## config.mk

```make
export PLATFORM = sky130hd
export DESIGN_NAME = bc_timing_sequencer
export DESIGN_NICKNAME = d
export VERILOG_FILES = /design/src/rtl/bc_timing_sequencer.sv
export SDC_FILE = /design/constraint.sdc
export NUM_CORES = 1
export LEC_CHECK = 0
export CORE_MARGIN = 3
export CORE_UTILIZATION = 39
export CTS_BUF_LIST = sky130_fd_sc_hd__clkbuf_4 sky130_fd_sc_hd__clkbuf_8
export DETAILED_ROUTE_END_ITERATION = 16
export GPL_TIMING_DRIVEN = 0
export HOLD_SLACK_MARGIN = 0.06
export PLACE_DENSITY = 0.87
export SYNTH_ARGS = -nofsm -noshare
export SYNTH_HDL_FRONTEND = slang
export SYNTH_SLANG_ARGS = --single-unit
```

## constraint.sdc

```tcl
create_clock -name clk -period 2.9 [get_ports clk]
set_input_delay 0.435 -clock clk [delete_from_list [all_inputs] [get_ports clk]]
set_output_delay 0.435 -clock clk [all_outputs]
set_load 0.03 [all_outputs]
```

## src/rtl/bc_timing_sequencer.sv

```systemverilog
// bc_timing_sequencer: S/SC/IEN/R control flip-flops and E-control decode for the basic computer, rev 1.0.
// Optional SEQ_WATCHDOG_EN: an SC overflow halts the machine and raises a sticky seq_err.
`default_nettype none

module bc_timing_sequencer #(
  parameter int SC_WIDTH = 4
) (
  input  logic                     clk,
  input  logic                     reset,
  input  logic                     start,
  input  logic                     hlt,
  input  logic                     sc_clr,
  input  logic                     ien_set,
  input  logic                     ien_clr,
  input  logic                     fgi,
  input  logic                     fgo,
  input  logic [2:0]               e_op,
  input  logic                     ac_lsb,
  input  logic                     ac_msb,
  input  logic                     carry,
  input  logic                     e_outdata,
  output logic [2**SC_WIDTH-1:0]   t,
  output logic                     s_out,
  output logic                     ien_out,
  output logic                     r_out,
  output logic                     ff_en,
  output logic                     e_clr,
  output logic                     e_indata,
  output logic                     seq_err
);

  localparam logic [SC_WIDTH-1:0] c_SC_T2  = SC_WIDTH'(2);
  localparam logic [SC_WIDTH-1:0] c_SC_ONE = SC_WIDTH'(1);

  logic                r_s;
  logic [SC_WIDTH-1:0] r_sc;
  logic                r_ien;
  logic                r_r;

  logic w_int_t2;
  logic w_r_set;
  logic w_wd_trip;

  // Interrupt cycle ends on its T2; R is only raised once T0..T2 are past.
  assign w_int_t2 = r_s & r_r & (r_sc == c_SC_T2);
  assign w_r_set  = r_s & ~r_r & r_ien & (fgi | fgo) & (r_sc > c_SC_T2);

`ifdef SEQ_WATCHDOG_EN
  logic r_err;

  assign w_wd_trip = r_s & ~hlt & ~sc_clr & ~w_int_t2 & (r_sc == {SC_WIDTH{1'b1}});

  always_ff @(posedge clk or negedge reset) begin
    if (!reset) begin
      r_err <= 1'b0;
    end else if (w_wd_trip) begin
      r_err <= 1'b1;
    end
  end

  assign seq_err = r_err;
`else
  assign w_wd_trip = 1'b0;
  assign seq_err   = 1'b0;
`endif

  always_ff @(posedge clk or negedge reset) begin
    if (!reset) begin
      r_s   <= 1'b0;
      r_sc  <= '0;
      r_ien <= 1'b0;
      r_r   <= 1'b0;
    end else if (!r_s) begin
      if (start) begin
        r_s  <= 1'b1;
        r_sc <= '0;
      end
    end else begin
      if (w_int_t2) begin
        r_r   <= 1'b0;
        r_ien <= 1'b0;
      end else begin
        if (w_r_set) begin
          r_r <= 1'b1;
        end
        if (ien_clr) begin
          r_ien <= 1'b0;
        end else if (ien_set) begin
          r_ien <= 1'b1;
        end
      end

      if (hlt) begin
        r_s  <= 1'b0;
        r_sc <= '0;
      end else if (w_int_t2 || sc_clr) begin
        r_sc <= '0;
      end else if (w_wd_trip) begin
        r_s  <= 1'b0;
        r_sc <= '0;
      end else begin
        r_sc <= r_sc + c_SC_ONE;
      end
    end
  end

  always_comb begin
    t = '0;
    if (r_s) begin
      t[r_sc] = 1'b1;
    end
  end

  always_comb begin
    ff_en    = 1'b0;
    e_clr    = 1'b0;
    e_indata = 1'b0;
    if (r_s) begin
      case (e_op)
        3'd1: begin
          ff_en = 1'b1;
          e_clr = 1'b1;
        end
        3'd2: begin
          ff_en    = 1'b1;
          e_indata = ~e_outdata;
        end
        3'd3: begin
          ff_en    = 1'b1;
          e_indata = ac_lsb;
        end
        3'd4: begin
          ff_en    = 1'b1;
          e_indata = ac_msb;
        end
        3'd5: begin
          ff_en    = 1'b1;
          e_indata = carry;
        end
        default: begin
          ff_en = 1'b0;
        end
      endcase
    end
  end

  assign s_out   = r_s;
  assign ien_out = r_ien;
  assign r_out   = r_r;

endmodule

`default_nettype wire

```

## Word level (Yosys, flattened, before mapping)

Cells that the tools add are included.

| storage, ports and cells | value |
|---|---|
| register bits after elaboration | 7 |
| bits in latches | 0 |
| memory bits (writable) | 0 |
| ROM bits | 0 |
| input port bits | 16 |
| memories kept | 0 |

| operators by class | value |
|---|---|
| add/sub/neg operators | 1 |
| $mul | 0 |
| divide/modulo/power cells | 0 |
| magnitude comparators | 3 |
| equal/unequal tests | 6 |
| shifts and indexed selects | 0 |
| mux-type cells | 21 |
| bitwise gates (word level) | 9 |
| reductions and logical operators | 8 |

Operators by type and width:

| operator | count |
|---|---|
| $mux 16 | 1 |
| $mux 4 | 4 |
| $mux 1 | 14 |
| $and 1x1->1 | 6 |
| $eq 3x2->1 const B | 2 |
| $eq 3x3->1 const B | 2 |
| $lt 4x5->1 const B | 1 |
| $reduce_or 5->1 | 1 |
| $add 4x1->4 const B | 1 |
| $demux 1 s4 | 1 |
| $eq 4x2->1 const B | 1 |
| $ge 4x1->1 const B | 1 |
| $gt 4x2->1 const B | 1 |
| $pmux 1 s4 | 1 |
| $reduce_and 2->1 | 2 |
| $reduce_bool 2->1 | 2 |
| $eq 3x1->1 const B | 1 |
| $reduce_bool 3->1 | 1 |
| $not 1->1 | 2 |
| $logic_and 1x1->1 | 1 |
| $logic_or 1x1->1 | 1 |
| $or 1x1->1 | 1 |

## Longest topological paths before layout

| logic depth | value |
|---|---|
| depth after elaboration | 7 |
| gate-level depth with buffers | 5 |
| mapped depth without buffers | 5 |

## Worst setup path before layout

OpenSTA, ideal clock, no wires.

| timing path | value |
|---|---|
| path kind | register -> output |
| from | reg r_s (netlist: s_out) |
| to | out e_clr |
| arrival | 1.855 ns |
| required time | 2.465 ns |
| slack | 0.610 ns |
| stages on the path, launching flop included | 3 |
| path through | dfrtp_1 clkbuf_1 nor4bb_1 |

| on the way | value |
|---|---|
| longest elaborated chain between the ends | 1 |

Ends and longest elaborated chain:

| item | RTL line | text |
|---|---|---|
| from (decl) | 35 | `logic r_s;` |
| from (signal assigned) | 69 | `r_s <= 1'b0;` |
| from (signal assigned) | 75 | `r_s <= 1'b1;` |
| from (signal assigned) | 94 | `r_s <= 1'b0;` |
| $mux 1 | 118 | `if (r_s) begin` |
| to (decl) | 27 | `output logic e_clr,` |

No other way between the ends.

## Final worst setup path

| timing path | value |
|---|---|
| from | in e_op[0] |
| to | out e_indata |

| on the way | value |
|---|---|
| longest elaborated chain between the ends | 3 |

Ends and longest elaborated chain:

| item | RTL line | text |
|---|---|---|
| from (decl) | 17 | `input logic [2:0] e_op,` |
| $eq 3x3->1 or $eq 3x2->1 (tied branches) | 119 | `case (e_op)` |
| $pmux 1 s4 (*) | 119 |  |
| $mux 1 (*) | 118 |  |
| to (decl) | 28 | `output logic e_indata,` |

Mark *: on every way between the ends. The rest lies on a longest branch, timed or not.

==> flow_summary.rst <==
.. list-table::
   :header-rows: 1

   * - Metric
     - Value
   * - Leakage power
     - between 0.4 and 0.5 nW
   * - Kind of capture point of the worst setup path
     - output pin
   * - H-tree depth
     - 1
   * - Number of placement rows
     - 13
   * - Primary flip-flop cell chosen by synthesis mapping
     - sky130_fd_sc_hd__dfrtp_1
   * - Final min period
     - 2.63 ns
   * - Effective utilization at floorplan
     - a little over two fifths
   * - Standard cell core area
     - 0.00135 sq mm
   * - Fin cells
     - 136
   * - Height of the chip
     - 44.6 microns
   * - Number of global-route vias before repair
     - 633
   * - Worst Reg-to-Reg Cells
     - 4
   * - Global-route wire length before repair
     - 2640 microns
   * - Clock Pin Slew Worst Setup and Hold Paths
     - approximately 0.050 ns
   * - Per-cell via count in the routed design
     - 5.07
   * - Worst VDD drop
     - 287 uV
   * - Pre-CTS worst setup slack
     - 0.282 ns
   * - Number of antenna violations at the first check in global routing
     - 0
   * - Routed WL per cell
     - 11.8 microns
   * - CTS tree
     - yes
   * - Number of synthesized register bits
     - 7
   * - Final WS setup
     - 0.269 ns
   * - Worst hold-check path type
     - in2async
   * - Biggest area contributors in the synthesized netlist
     - sky130_fd_sc_hd__dfrtp_1 30%, sky130_fd_sc_hd__nor2_1 12%, sky130_fd_sc_hd__ha_1 8.6%
   * - Initial DRC Count
     - 6
   * - Crit path launch type
     - input pin
   * - Worst Clk Skew
     - 0.000808 ns
   * - Data arrival time at the worst-slack endpoint
     - 2.20 ns
   * - Max-slew violation count
     - 0
   * - Synth async-reset ratio
     - between 90% and 100%
   * - Total Routing Usage GR
     - 17.8%
   * - DRT antenna net count
     - 0
   * - Clock net sink count
     - 7
   * - IO Pins
     - 39
   * - Largest driver fanout on the critical path
     - 5
   * - Capturing point of the worst reg2reg path
     - r_sc[0]
   * - Layout-stage area growth over the synthesis result
     - 72.2%
   * - Hold_buf cts
     - 0
   * - Antenna cells
     - 0
   * - Final #Nets
     - 142
   * - Maximum achievable frequency
     - 0.380 GHz
   * - Number of maximum-capacitance constraint violations
     - 0
   * - Number of nets produced by synthesis
     - 100
   * - Warnings from Yosys
     - 0
   * - Netlist cell types
     - 27
   * - Clock latency of the later-clocked register in the worst-skew pair
     - about 0.25 ns
   * - Die span in x
     - 44.6 microns
   * - Status
     - finished, final reports clean
   * - Crit share post-route
     - 90.7%
   * - Fraction of post-synthesis cell area in the top cell type by area
     - a little under a third
   * - Fraction of layout cells with a size suffix above 1
     - 4.13%
   * - Half-perimeter wire length of the detailed placement result
     - 1290 microns
   * - Largest area contributor in the synthesized netlist
     - sky130_fd_sc_hd__dfrtp_1
   * - Setup Buffers After CTS
     - 0
   * - Number of enable-type register cells in the synthesized netlist
     - 0
   * - Per-instance average area after synthesis
     - 7.26 sq um
   * - Unrepaired setup endpoints after global routing
     - false
   * - PD cells
     - 308 mW/mm^2
   * - Grt total ovfl
     - 0
   * - Number of standard cells after synthesis
     - 80
   * - Final hold viol count
     - 0
   * - Final routed wirelength across all metal layers
     - 1600 microns
   * - CTS Buf Count
     - 3
   * - Port bufs
     - 37
   * - Pre-antenna DRT Iters
     - 4
   * - Layout fillers
     - 101
   * - Remaining design rule violation count
     - 0
   * - CTS-repair resized insts
     - 0
   * - Placed Cells incl. Taps
     - 132
   * - Overall die area
     - 0.00199 sq mm
   * - Routability congestion estimate from global placement
     - between 0.8 and 0.9
   * - Setup_tns
     - 0 ns
   * - Clock root buffer master
     - sky130_fd_sc_hd__clkbuf_4
   * - Vias after detailed routing
     - 690
   * - Type of the worst setup path
     - in2out
   * - Utilization of the core after routing
     - 74.1%
   * - Maximum number of pins on one net before global-route repair
     - 11
   * - Final setup fails
     - 0
   * - Sequential fraction of the synthesis area
     - 30.2%
   * - Worst hold-check slack
     - 0.450 ns
   * - CTS Buffer Depth
     - 2
   * - Worst R2R Setup Slack
     - 1.56 ns
   * - Worst path required time
     - 2.47 ns
   * - Post-synth design cell area
     - roughly 580 sq um
   * - Reg-to-reg startpoint
     - r_sc[2]
## worst max path at each step
stage	from	to	slack [ns]	cells past startpoint
4_1_cts	e_op[0]	e_indata	0.27	5
5_1_grt	e_op[0]	e_indata	0.21	5
3_3_place_gp	e_op[0]	e_indata	0.31	5
2_1_floorplan	s_out	e_clr	0.61	2
3_5_place_dp	e_op[0]	e_indata	0.28	5
6_report	e_op[0]	e_indata	0.27	5
## cells in the mapped netlist (2+ instances only)
cell type and n:
sky130_fd_sc_hd__nor2_1 19, sky130_fd_sc_hd__ha_1 4, sky130_fd_sc_hd__nand2_1 11, sky130_fd_sc_hd__clkbuf_1 2, sky130_fd_sc_hd__inv_1 5, sky130_fd_sc_hd__nor2b_1 2
sky130_fd_sc_hd__a21oi_1 4, sky130_fd_sc_hd__nand2b_1 3, sky130_fd_sc_hd__o21ai_1 4, sky130_fd_sc_hd__dfrtp_1 7, sky130_fd_sc_hd__mux2i_1 2, sky130_fd_sc_hd__nor3b_1 2
## state kept, by name (all words and copies together) (netlist names)
| register | cells |
|---|---|
| r_sc | 4 |
| r_out | 1 |
| ien_out | 1 |
| s_out | 1 |
## report_power, final
group / switching, mW / internal (mW)
Clock: 0.0341 / 0.0617
Sequential: 0.00731 / 0.103
Combinational: 0.0519 / 0.0500
Total: 0.0933 / 0.215
## per-layer routing
layer	wire length, microns	track usage, %	up-vias
met5	0	0	-
met4	23	12.7	0
met3	210	3.25	4
met2	679	27.2	35
met1	685	22.1	304
li1	-	-	347
## critical path, cell delays in order
cell and delay (ns):
sky130_fd_sc_hd__clkdlybuf4s50_1 0.49, sky130_fd_sc_hd__nor2b_1 0.17, sky130_fd_sc_hd__nor4b_1 0.28, sky130_fd_sc_hd__o21a_1 0.15
sky130_fd_sc_hd__clkdlybuf4s50_1 0.66
## cell type report
type                            count  area [sq um]  area share (%)
Multi-Input combinational cell     65           372            37.2
Timing Repair Buffer               37           370            37.0
Sequential cell                     7           175            17.5
Clock buffer                        4          30.0            3.00
Inverter                            5          18.8            1.88
Tap cell                           15          18.8            1.88
Buffer                              3          15.0            1.50
## metrics by stage
stage          instance area (sq um)  power, mW
3_3_place_gp                     970      0.212
4_1_cts                         1000      0.315
5_1_grt                         1000      0.331
3_5_place_dp                     970      0.214
6_report                        1000      0.308
2_1_floorplan                    581      0.163
## cell families (layout without fill, tap and decap cells)
group	after synthesis	after routing	synth area share [%]
AO/OA/AOI/OAI	14	14	15.3
other	1	1	0.646
AND/OR/NAND/NOR	44	44	36.0
adder cells (fa/ha/maj)	4	4	8.62
multiplexers	2	2	3.45
flip-flops	7	7	30.2
buffers and inverters	8	49	5.82
## layout by cell type, fill, tap and decap left out, types with 2 or more instances in the layout
cell type,count
sky130_fd_sc_hd__a21oi_1,4
sky130_fd_sc_hd__clkbuf_4,4
sky130_fd_sc_hd__nor2b_1,2
sky130_fd_sc_hd__o21ai_1,4
sky130_fd_sc_hd__clkdlybuf4s50_1,37
sky130_fd_sc_hd__dfrtp_1,7
sky130_fd_sc_hd__inv_1,5
sky130_fd_sc_hd__ha_1,4
sky130_fd_sc_hd__nor3b_1,2
sky130_fd_sc_hd__clkbuf_1,2
sky130_fd_sc_hd__nand2_1,11
sky130_fd_sc_hd__mux2i_1,2
sky130_fd_sc_hd__nand2b_1,3
sky130_fd_sc_hd__nor2_1,19
Note: power is estimated with default switching activity, not from simulation.
